===== src/rtl/rock_driver_pkg.sv =====
// rock_driver_pkg
//   Shared definitions for the rocking-motor driver: FSM state encoding,
//   PWM counter width, default timing constants and the half-period length
//   helper.
package rock_driver_pkg;

  typedef enum logic [1:0] {
    ST_IDLE    = 2'd0,
    ST_SWING_R = 2'd1,
    ST_SWING_L = 2'd2,
    ST_BRAKE   = 2'd3
  } state_e;

  localparam int PWM_W           = 3;
  localparam int DEF_PRESCALE    = 1000;
  localparam int DEF_BASE_HALF   = 64;
  localparam int DEF_STEP        = 8;
  localparam int DEF_BRAKE_TICKS = 16;

  // Half-period length in ticks for frequency level f. Evaluated in 8 bits;
  // parameters must keep base_half - 7*step >= 1.
  function automatic logic [7:0] half_len(input int base_half, input int step,
                                          input logic [2:0] f);
    half_len = 8'(base_half - step * int'(f));
  endfunction

endpackage


===== src/rtl/rock_driver_tick_prescaler.sv =====
// rock_driver_tick_prescaler
//   Free-running divider producing the motion tick.
//   Ports:
//     clk      in   system clock
//     reset_n  in   asynchronous active-low reset
//     tick     out  high for one clk when the count is PRESCALE-1
module rock_driver_tick_prescaler #(
  parameter int PRESCALE = 1000
) (
  input  logic clk,
  input  logic reset_n,
  output logic tick
);

  localparam int CW = (PRESCALE > 1) ? $clog2(PRESCALE) : 1;
  localparam logic [CW-1:0] LAST = CW'(PRESCALE - 1);

  logic [CW-1:0] cnt_q;
  logic [CW-1:0] cnt_d;

  always_comb begin
    cnt_d = (cnt_q == LAST) ? '0 : cnt_q + 1'b1;
  end

  always_ff @(posedge clk or negedge reset_n) begin
    if (!reset_n) begin
      cnt_q <= '0;
    end else begin
      cnt_q <= cnt_d;
    end
  end

  assign tick = (cnt_q == LAST);

endmodule


===== src/rtl/rock_driver.sv =====
// rock_driver
//   Turns amplitude level A, frequency level F and the stop flag F0 into the
//   rocking-motor drive. Each half swing ends in a direction reversal where
//   new A/F values are taken over; a stop request brakes for BRAKE_TICKS
//   ticks before returning to rest.
//   Ports:
//     clk        in   system clock
//     reset_n    in   asynchronous active-low reset
//     A[2:0]     in   amplitude level (0 = no drive)
//     F[2:0]     in   frequency level
//     F0         in   stop request
//     motor_en   out  H-bridge enable
//     motor_dir  out  1 = swing right, 0 = swing left
//     pwm        out  drive PWM, duty = A_lat/8
//     half_done  out  one-clk pulse per half-period boundary
//     at_rest    out  high while idle
module rock_driver
  import rock_driver_pkg::*;
#(
  parameter int PRESCALE    = DEF_PRESCALE,
  parameter int BASE_HALF   = DEF_BASE_HALF,
  parameter int STEP        = DEF_STEP,
  parameter int BRAKE_TICKS = DEF_BRAKE_TICKS
) (
  input  logic       clk,
  input  logic       reset_n,
  input  logic [2:0] A,
  input  logic [2:0] F,
  input  logic       F0,
  output logic       motor_en,
  output logic       motor_dir,
  output logic       pwm,
  output logic       half_done,
  output logic       at_rest
);

  localparam int BW = $clog2(BRAKE_TICKS + 1);
  localparam logic [BW-1:0] BRAKE_LAST = BW'(BRAKE_TICKS - 1);

  logic tick;

  rock_driver_tick_prescaler #(.PRESCALE(PRESCALE)) u_tick (
    .clk    (clk),
    .reset_n(reset_n),
    .tick   (tick)
  );

  state_e           state_q,     state_d;
  logic [7:0]       half_cnt_q,  half_cnt_d;
  logic [BW-1:0]    brake_cnt_q, brake_cnt_d;
  logic [2:0]       a_lat_q,     a_lat_d;
  logic [2:0]       f_lat_q,     f_lat_d;
  logic [PWM_W-1:0] pwm_cnt_q,   pwm_cnt_d;
  logic             motor_en_q,  motor_en_d;
  logic             motor_dir_q, motor_dir_d;
  logic             pwm_q,       pwm_d;
  logic             half_done_q, half_done_d;
  logic             at_rest_q,   at_rest_d;
  logic [7:0]       half_last;

  assign half_last = half_len(BASE_HALF, STEP, f_lat_q) - 8'd1;

  always_comb begin
    state_d     = state_q;
    half_cnt_d  = half_cnt_q;
    brake_cnt_d = brake_cnt_q;
    a_lat_d     = a_lat_q;
    f_lat_d     = f_lat_q;
    pwm_cnt_d   = pwm_cnt_q + 1'b1;
    half_done_d = 1'b0;

    case (state_q)
      ST_IDLE: begin
        if (!F0 && (A != 3'd0)) begin
          state_d    = ST_SWING_R;
          a_lat_d    = A;
          f_lat_d    = F;
          half_cnt_d = 8'd0;
        end
      end
      ST_SWING_R, ST_SWING_L: begin
        if (tick) begin
          if (half_cnt_q == half_last) begin
            // Reversal point: take over whatever is on the inputs right now.
            half_done_d = 1'b1;
            half_cnt_d  = 8'd0;
            a_lat_d     = A;
            f_lat_d     = F;
            if (F0 || (A == 3'd0)) begin
              state_d     = ST_BRAKE;
              brake_cnt_d = '0;
            end else begin
              state_d = (state_q == ST_SWING_R) ? ST_SWING_L : ST_SWING_R;
            end
          end else begin
            half_cnt_d = half_cnt_q + 8'd1;
          end
        end
      end
      ST_BRAKE: begin
        if (tick) begin
          if (brake_cnt_q == BRAKE_LAST) begin
            state_d     = ST_IDLE;
            brake_cnt_d = '0;
          end else begin
            brake_cnt_d = brake_cnt_q + 1'b1;
          end
        end
      end
      default: state_d = ST_IDLE;
    endcase

    // Outputs follow the current state and appear one clk later.
    motor_en_d = (state_q != ST_IDLE);
    at_rest_d  = (state_q == ST_IDLE);
    pwm_d      = ((state_q == ST_SWING_R) || (state_q == ST_SWING_L)) &&
                 (pwm_cnt_q < a_lat_q);
    case (state_q)
      ST_SWING_R: motor_dir_d = 1'b1;
      ST_SWING_L: motor_dir_d = 1'b0;
      ST_BRAKE:   motor_dir_d = motor_dir_q;  // brake against last swing direction
      default:    motor_dir_d = 1'b0;
    endcase
  end

  always_ff @(posedge clk or negedge reset_n) begin
    if (!reset_n) begin
      state_q     <= ST_IDLE;
      half_cnt_q  <= 8'd0;
      brake_cnt_q <= '0;
      a_lat_q     <= 3'd0;
      f_lat_q     <= 3'd0;
      pwm_cnt_q   <= '0;
      motor_en_q  <= 1'b0;
      motor_dir_q <= 1'b0;
      pwm_q       <= 1'b0;
      half_done_q <= 1'b0;
      at_rest_q   <= 1'b1;
    end else begin
      state_q     <= state_d;
      half_cnt_q  <= half_cnt_d;
      brake_cnt_q <= brake_cnt_d;
      a_lat_q     <= a_lat_d;
      f_lat_q     <= f_lat_d;
      pwm_cnt_q   <= pwm_cnt_d;
      motor_en_q  <= motor_en_d;
      motor_dir_q <= motor_dir_d;
      pwm_q       <= pwm_d;
      half_done_q <= half_done_d;
      at_rest_q   <= at_rest_d;
    end
  end

  assign motor_en  = motor_en_q;
  assign motor_dir = motor_dir_q;
  assign pwm       = pwm_q;
  assign half_done = half_done_q;
  assign at_rest   = at_rest_q;

endmodule

===== config.mk =====
export PLATFORM = sky130hd
export DESIGN_NAME = rock_driver
export DESIGN_NICKNAME = d
export VERILOG_FILES = /design/src/rtl/rock_driver_pkg.sv /design/src/rtl/rock_driver_tick_prescaler.sv /design/src/rtl/rock_driver.sv
export SDC_FILE = /design/constraint.sdc
export NUM_CORES = 1
export LEC_CHECK = 0
export ABC_AREA = 1
export CAP_MARGIN = 20
export CORE_ASPECT_RATIO = 1.75
export CORE_MARGIN = 2
export CORE_UTILIZATION = 25
export CTS_BUF_LIST = sky130_fd_sc_hd__clkbuf_4 sky130_fd_sc_hd__clkbuf_8
export CTS_CLUSTER_DIAMETER = 40
export DETAILED_ROUTE_END_ITERATION = 8
export PLACE_DENSITY = 0.46
export SYNTH_ARGS = -nofsm -noshare
export SYNTH_HDL_FRONTEND = slang
export SYNTH_HIERARCHICAL = 1
export SYNTH_SLANG_ARGS = --single-unit

===== constraint.sdc =====
create_clock -name clk -period 2.7 [get_ports clk]
set_clock_uncertainty 0.2 [all_clocks]
set_input_delay 0.27 -clock clk [delete_from_list [all_inputs] [get_ports clk]]
set_output_delay 0.27 -clock clk [all_outputs]
set_load 0.1 [all_outputs]

==> qor.csv, run 1 <==
stage;metric;value;unit
die;die_x;75.3;µm
clocking;cts-buffers-inserted;5;
clocking;ctsHtreeMaxLevel;2;
die;core;0.00867;mm²
yosys;synth_area_per_cell;7.57;µm²
yosys;synth_common_cells;nand2_1, inv_1, dfrtp_1;
power_and_ir_drop;ir_worst_vdd;476;µV
global_routing;grt-ovfl-total;0;
placed_design;gp_congestion;0.842;
finish;area_delta_synth_final;16.0;%
finish;multi_input_area;0.00104;mm²
yosys;syn_inst;294;
min_path;worstHoldStart;pwm_cnt_q[0]$_DFF_PN0_;
finish;fill_cells;987;
yosys;synth_top_area_cell;dfrtp_1;
yosys;ys_seq_area_share;43.9;%
global_routing;grt_max_degree;40;
timing;finalSetupViolCount;0;
setup_path;r2r_setup_slack;380;ps
finish;nNetsFinal;329;
yosys;synth_top_area_share;42.7;%
yosys;async_flop_share;100;%
die;die_area;0.00970;mm²
detailed_routing;vias_per_cell;4.27;
yosys;synth_area_leaders;dfrtp_1, nand2_1, nand3_1, inv_1, ha_1;
timing;worst_pin_slew;880;ps
yosys;synth_seq_cells;39;
clocking;clockRootBuffer;clkbuf_8;
die;start_util;25.7;%
global_routing;track_usage;11.2;%
finish;drive_above_1_share;12.8;%
timing;rsz0062_at_grt;false;
min_path;holdCritPathClass;reg -> reg;
global_routing;grt_pass1_wl;8130;µm
detailed_routing;drc;0;
die;num_io_pins;14;
setup_path;reg2reg_to;a_lat_q[2]$_DFFE_PN0P_;
timing;relSlewSlack;41.4;%
die;rows;45;
min_path;hold_end;pwm_cnt_q[0]$_DFF_PN0_;
timing;finalCriticalPeriod;2320;ps
setup_path;worstSetupPathType;reg -> reg;
placed_design;dp_hpwl;3660;µm
clocking;clockBufferDepth;2;
global_routing;grt_pass1_vias;1756;
setup_path;ff2ff_path_depth;12;
finish;final_cell_area;0.00258;mm²
finish;num_antenna_cells;0;
setup_path;worst_setup_path_end_kind;flip-flop;
yosys;syn-cell-area;0.00223;mm²
global_routing;grt_antenna_before_repair;0;
detailed_routing;ant_nets;0;
power_and_ir_drop;powerDensity;892;mW/mm²
clocking;cts_tree;built;
detailed_routing;drt_first_pass_iters;4;
finish;seq_area;977;µm²
yosys;synth_most_common_cell;nand2_1;
timing;setup_slack;379;ps
timing;drv_slew;0;
min_path;whs_path_depth;1;
setup_path;cp.arrival;2320;ps
run;cap_violations;0;
clocking;clkSlewWorstSetupHoldPaths;80;ps
yosys;synth_warnings;6;
clocking;insertion_delay;300;ps
timing;finalCritPeriodShare;86.0;%
run_status;outcome;complete, no violations;
yosys;yosysUniqueCellTypes;32;
timing;setup_tns;0;ps
die;fp.dieH;129;µm
yosys;synthesis.nets;312;
timing;hold_violations;0;
placed_design;place_ws;223;ps
setup_path;start_kind;flip-flop;
yosys;ys.flop_type;dfrtp_1;
setup_path;timing.rr.start;u_tick/cnt_q[0]$_DFF_PN0_;
detailed_routing;drtIter0Drc;52;
detailed_routing;routed_wl;4750;µm
power_and_ir_drop;p_leak;1.32;nW
placed_design;placed_area;0.00245;mm²
yosys;synth_edf_count;0;
clocking;clock-sinks;39;
setup_path;required;2690;ps
timing;max_freq;431;MHz
setup_path;worstPathMaxFanout;12;
placed_design;portBuffers;13;
detailed_routing;avgRoutedWirePerCell;11.1;µm
clocking;postCtsSetupRepairBufs;0;
detailed_routing;vias;1832;
==> critical path: stages (launching register included) <==
cell	delay (ps)
dfrtp_1	390
ha_1	200
nand2_2	100
nor2_2	100
nand3_2	160
clkinv_2	130
inv_1	90
nand2_1	70
o21ai_1	120
a21oi_4	330
nand2_2	190
nand2_1	100
nand2_1	50
==> final cells by class <==
type,count,area share (%)
repair buffers,14,4.75
multi-input cells,205,40.4
clock inverters,2,1.36
well taps,117,5.67
clock buffers,6,3.20
inverters,46,6.74
flip-flops and latches,39,37.9
==> worst max path at each step <==
stage | start | to | slack, ps | depth (start not counted)
final | u_tick/cnt_q[0]$_DFF_PN0_ | a_lat_q[2]$_DFFE_PN0P_ | 380 | 12
after global routing | u_tick/cnt_q[0]$_DFF_PN0_ | a_lat_q[2]$_DFFE_PN0P_ | 130 | 12
after CTS | u_tick/cnt_q[0]$_DFF_PN0_ | f_lat_q[2]$_DFFE_PN0P_ | 200 | 12
after detailed placement | u_tick/cnt_q[0]$_DFF_PN0_ | f_lat_q[2]$_DFFE_PN0P_ | 220 | 12
after global placement | u_tick/cnt_q[0]$_DFF_PN0_ | a_lat_q[1]$_DFFE_PN0P_ | 260 | 12
after floorplan | u_tick/cnt_q[0]$_DFF_PN0_ | half_cnt_q[7]$_DFFE_PN0P_ | 810 | 12
==> sequential cells by signal, indices dropped and copies added (netlist names), 2 cells and up <==
register      cells
u_tick/cnt_q     10
state_q           2
a_lat_q           3
brake_cnt_q       5
half_cnt_q        8
pwm_cnt_q         3
f_lat_q           3
==> repair_timing <==
action                                  CTS  global route
endpoints found under the setup margin    0            10
resized for setup                         0             1
hold endpoints to repair                 38             0
hold buffers                              1             0
==> stage by stage <==
stage               instances  power, mW  hold slack (ps)  utilization (%)
finish                    429       2.30              244             29.8
global placement          420       1.79              233             28.2
floorplan                 294       1.61             -226                -
detailed placement        420       1.79              234             28.2
CTS                       429       2.32              246             29.7
global route              429       2.47              278             29.8
==> power by group <==
| part | internal (mW) | total (mW) | switching (mW) |
|---|---|---|---|
| clock network | 0.299 | 0.520 | 0.221 |
| registers | 0.696 | 0.774 | 0.0781 |
| logic | 0.267 | 1.01 | 0.741 |
==> per-layer routing <==
layer	wire, µm	vias to the layer above	GRT usage, %	share of wire, %
li1	-	947	-	-
met1	1720	838	10.9	36
met2	2710	35	20.8	57
met5	0	-	0	0
met3	103	12	1.64	2.2
met4	210	0	7.33	4.4
==> cell families (layout without fill, tap and decap cells) <==
| kind of cell | count (synthesis) | in the layout | share of synthesized area [%] |
|---|---|---|---|
| AOI/OAI and AO/OA | 14 | 14 | 3.65 |
| xor gates and xnor gates | 4 | 4 | 1.57 |
| adders and majority gates | 9 | 9 | 5.06 |
| buffers and inverters | 50 | 68 | 9.56 |
| DFF | 39 | 39 | 43.9 |
| and+or+nand+nor | 178 | 178 | 36.3 |
==> cell usage in the layout (no fill, tap or decap), drive strengths merged <==
cell type        n
dfrtp           38
nand3           35
xor2             3
dlygate4sd3      1
a21oi            5
nand4            4
bufinv           1
clkdlybuf4s50    7
buf              6
ha               9
o21a             1
nor2            31
clkinv           3
clkbuf           6
o21bai           1
nand2          101
dfstp            1
xnor2            1
nand3b           1
o21ai            6
nor3             6
inv             44
a21boi           1
No activity file was read; power rests on OpenSTA's default activity.
==> inputs of run 2 (changes only) <==
--- a/config.mk
+++ b/config.mk
@@ -5,7 +5,7 @@
 export SDC_FILE = /design/constraint.sdc
 export NUM_CORES = 1
 export LEC_CHECK = 0
-export ABC_AREA = 1
+export ABC_AREA = 0
 export CAP_MARGIN = 20
 export CORE_ASPECT_RATIO = 1.75
 export CORE_MARGIN = 2
==> run 2 against run 1 <==
Synthesized cell count down 36%. Via count down 21%. Clock power down 2%. Critical path depth down 2. Cell count down 30%. Global-route usage down 0.24 points. Fmax down 8.6%. Core utilization up 0.76 points.
==> qor.csv, run 2 <==
stage;metric;value;unit
run_status;outcome;complete, no violations;
clocking;cts_tree;built;
finish;final_cells;300;
setup_path;required;2690;ps
placed_design;dp_hpwl;2990;µm
finish;regMostFlops;u_tick/cnt_q;
global_routing;grt_pass1_vias;1583;
setup_path;worstPathMaxFanout;8;
timing;relSlewSlack;39.3;%
setup_path;cp.arrival;2530;ps
die;fp.dieH;123;µm
detailed_routing;drt_first_pass_iters;4;
yosys;synth_area_leaders;dfrtp_1, ha_1, nand3_1, mux2_1, xnor2_1;
clocking;clockBufferDepth;2;
setup_path;slowest_delay;420;ps
timing;finalCritPeriodShare;94.1;%
finish;largest_reg_flops;10;
yosys;yosysUniqueCellTypes;52;
yosys;syn_inst;188;
die;num_io_pins;14;
detailed_routing;vias_per_cell;4.80;
finish;area_delta_synth_final;18.5;%
placed_design;placed_area;0.00228;mm²
detailed_routing;drtIter0Drc;60;
yosys;synth_most_common_cell;dfrtp_1;
power_and_ir_drop;ir_worst_vdd;336;µV
finish;num_antenna_cells;0;
detailed_routing;ant_nets;0;
finish;final_cell_mix;dfrtp_1, nor2_1, nand3_1;
finish;final_cell_area;0.00241;mm²
global_routing;grt_max_degree;40;
setup_path;cp_slowest_cell;dfrtp_1;
yosys;synth_common_cells;dfrtp_1, nand3_1, nor2_1;
global_routing;grt_pass1_wl;7490;µm
detailed_routing;routed_wl;4140;µm
die;die_area;0.00892;mm²
finish;nNetsFinal;227;
power_and_ir_drop;powerDensity;735;mW/mm²
finish;drive_above_1_share;16.7;%
yosys;synthesis.nets;206;
yosys;syn-cell-area;0.00204;mm²
run;cap_violations;0;
global_routing;grt_antenna_before_repair;0;
setup_path;path_cells;ha_1 -> nand3_1 -> nor3_4 -> and3_4 -> buf_4 -> nand2b_1 -> nand4_1 -> and4bb_2 -> xnor2_1 -> nor2_1;
min_path;holdCritPathClass;reg -> reg;
setup_path;start_kind;flip-flop;
yosys;ys_seq_area_share;47.9;%
clocking;insertion_delay;300;ps
timing;worst_pin_slew;911;ps
clocking;ctsHtreeMaxLevel;2;
timing;finalSetupViolCount;0;
timing;drv_slew;0;
placed_design;gp_congestion;0.781;
yosys;synth_warnings;6;
yosys;synth_area_per_cell;10.8;µm²
yosys;synth_top_area_share;46.7;%
power_and_ir_drop;p_leak;1.03;nW
placed_design;dpl.cell_count;291;
detailed_routing;drc;0;
finish;fill_cells;801;
placed_design;portBuffers;13;
die;core;0.00791;mm²
yosys;synth_top_area_cell;dfrtp_1;
detailed_routing;vias;1440;
die;die_x;72.3;µm
timing;hold_slack;245;ps
setup_path;ff2ff_path_depth;10;
setup_path;worstSetupPathType;reg -> reg;
power_and_ir_drop;p_total;1.77;mW
die;start_util;25.8;%
die;rows;43;
timing;max_freq;394;MHz
clocking;cts-buffers-inserted;5;
setup_path;worst_setup_path_end_kind;flip-flop;
finish;final_core_util;30.5;%
global_routing;grt-ovfl-total;0;
clocking;clkSlewWorstSetupHoldPaths;90;ps
clocking;clock-sinks;39;
yosys;ys.flop_type;dfrtp_1;
timing;finalCriticalPeriod;2540;ps
yosys;synth_seq_cells;39;
yosys;synth_edf_count;0;
finish;reg_top3;u_tick/cnt_q: 10 flops, half_cnt_q: 8 flops, brake_cnt_q: 5 flops;
timing;hold_violations;0;
global_routing;track_usage;11.0;%
finish;final_common_cell;dfrtp_1;
yosys;async_flop_share;100;%
min_path;whs_path_depth;1;
clocking;postCtsSetupRepairBufs;0;
clocking;clockRootBuffer;clkbuf_8;
detailed_routing;avgRoutedWirePerCell;13.8;µm
## run 2: path summary, 6_finish.rpt
check	start	endpoint	slack (ps)
worst max-delay path	u_tick/cnt_q[0]$_DFF_PN0_	half_cnt_q[7]$_DFFE_PN0P_	160
worst min-delay path	pwm_cnt_q[0]$_DFF_PN0_	pwm_cnt_q[0]$_DFF_PN0_	240
worst max register to register	u_tick/cnt_q[0]$_DFF_PN0_	half_cnt_q[7]$_DFFE_PN0P_	160
worst min register to register	pwm_cnt_q[0]$_DFF_PN0_	pwm_cnt_q[0]$_DFF_PN0_	240
max in group asynchronous	reset_n	brake_cnt_q[3]$_DFFE_PN0P_	1300
min in group asynchronous	reset_n	pwm$_DFF_PN0_	430
## run 2: layer usage
layer  wire length, µm  vias up  GRT usage, %  part of all wire [%]
li1                  -      709             -                     -
met5                 0        -             0                     0
met3               150       10          2.69                   3.6
met2              2120       29          19.1                    51
met4               148        0          6.60                   3.6
met1              1720      692          11.8                    41
## run 2: kinds of logic (layout without fill, tap and decap cells)
logic type	Yosys count	after routing	share of synthesized area (%)
fa+ha+maj	9	9	5.52
simple gates	73	73	20.9
mux	10	10	5.40
flops	39	39	47.9
compound gates	28	28	10.8
buf+inv	15	37	3.01
xor+xnor	14	14	6.38
## run 2: worst max-delay path, delay by kind of cell (launching register included)
family	cells	cell delay (ps)
xor gates and xnor gates	1	110
and+or+nand+nor	7	1290
buffers and inverters	1	160
DFF	1	420
adders and majority gates	1	250
## run 2: what timing repair did
action / CTS / global route
gates resized for setup: 0 / 3
hold buffers: 1 / 0
setup endpoints to repair: 0 / 11
hold endpoints to repair: 38 / 0
## run 2: cell type report
cell class	instances	area (µm²)	area share, %
clock buffers	5	68.8	2.85
multi-input cells	134	1010	41.9
flip-flops and latches	39	977	40.5
repair buffers	19	160	6.63
inverters	10	37.5	1.55
clock inverters	3	47.5	1.97
well taps	90	113	4.66
## run 2: stage by stage
step / setup TNS [ps] / worst slack, ps
5_1_grt: -64.0 / -34.9
3_3_place_gp: 0 / 166
6_report: 0 / 160
4_1_cts: 0 / 59.9
3_5_place_dp: 0 / 82.6
2_1_floorplan: 0 / 309
## run 2: report_power, final
part	switching, mW	leakage [nW]	total [mW]	internal (mW)
combinational	0.385	0.485	0.559	0.175
clock	0.228	0.0587	0.508	0.280
sequential	0.0418	0.490	0.707	0.665
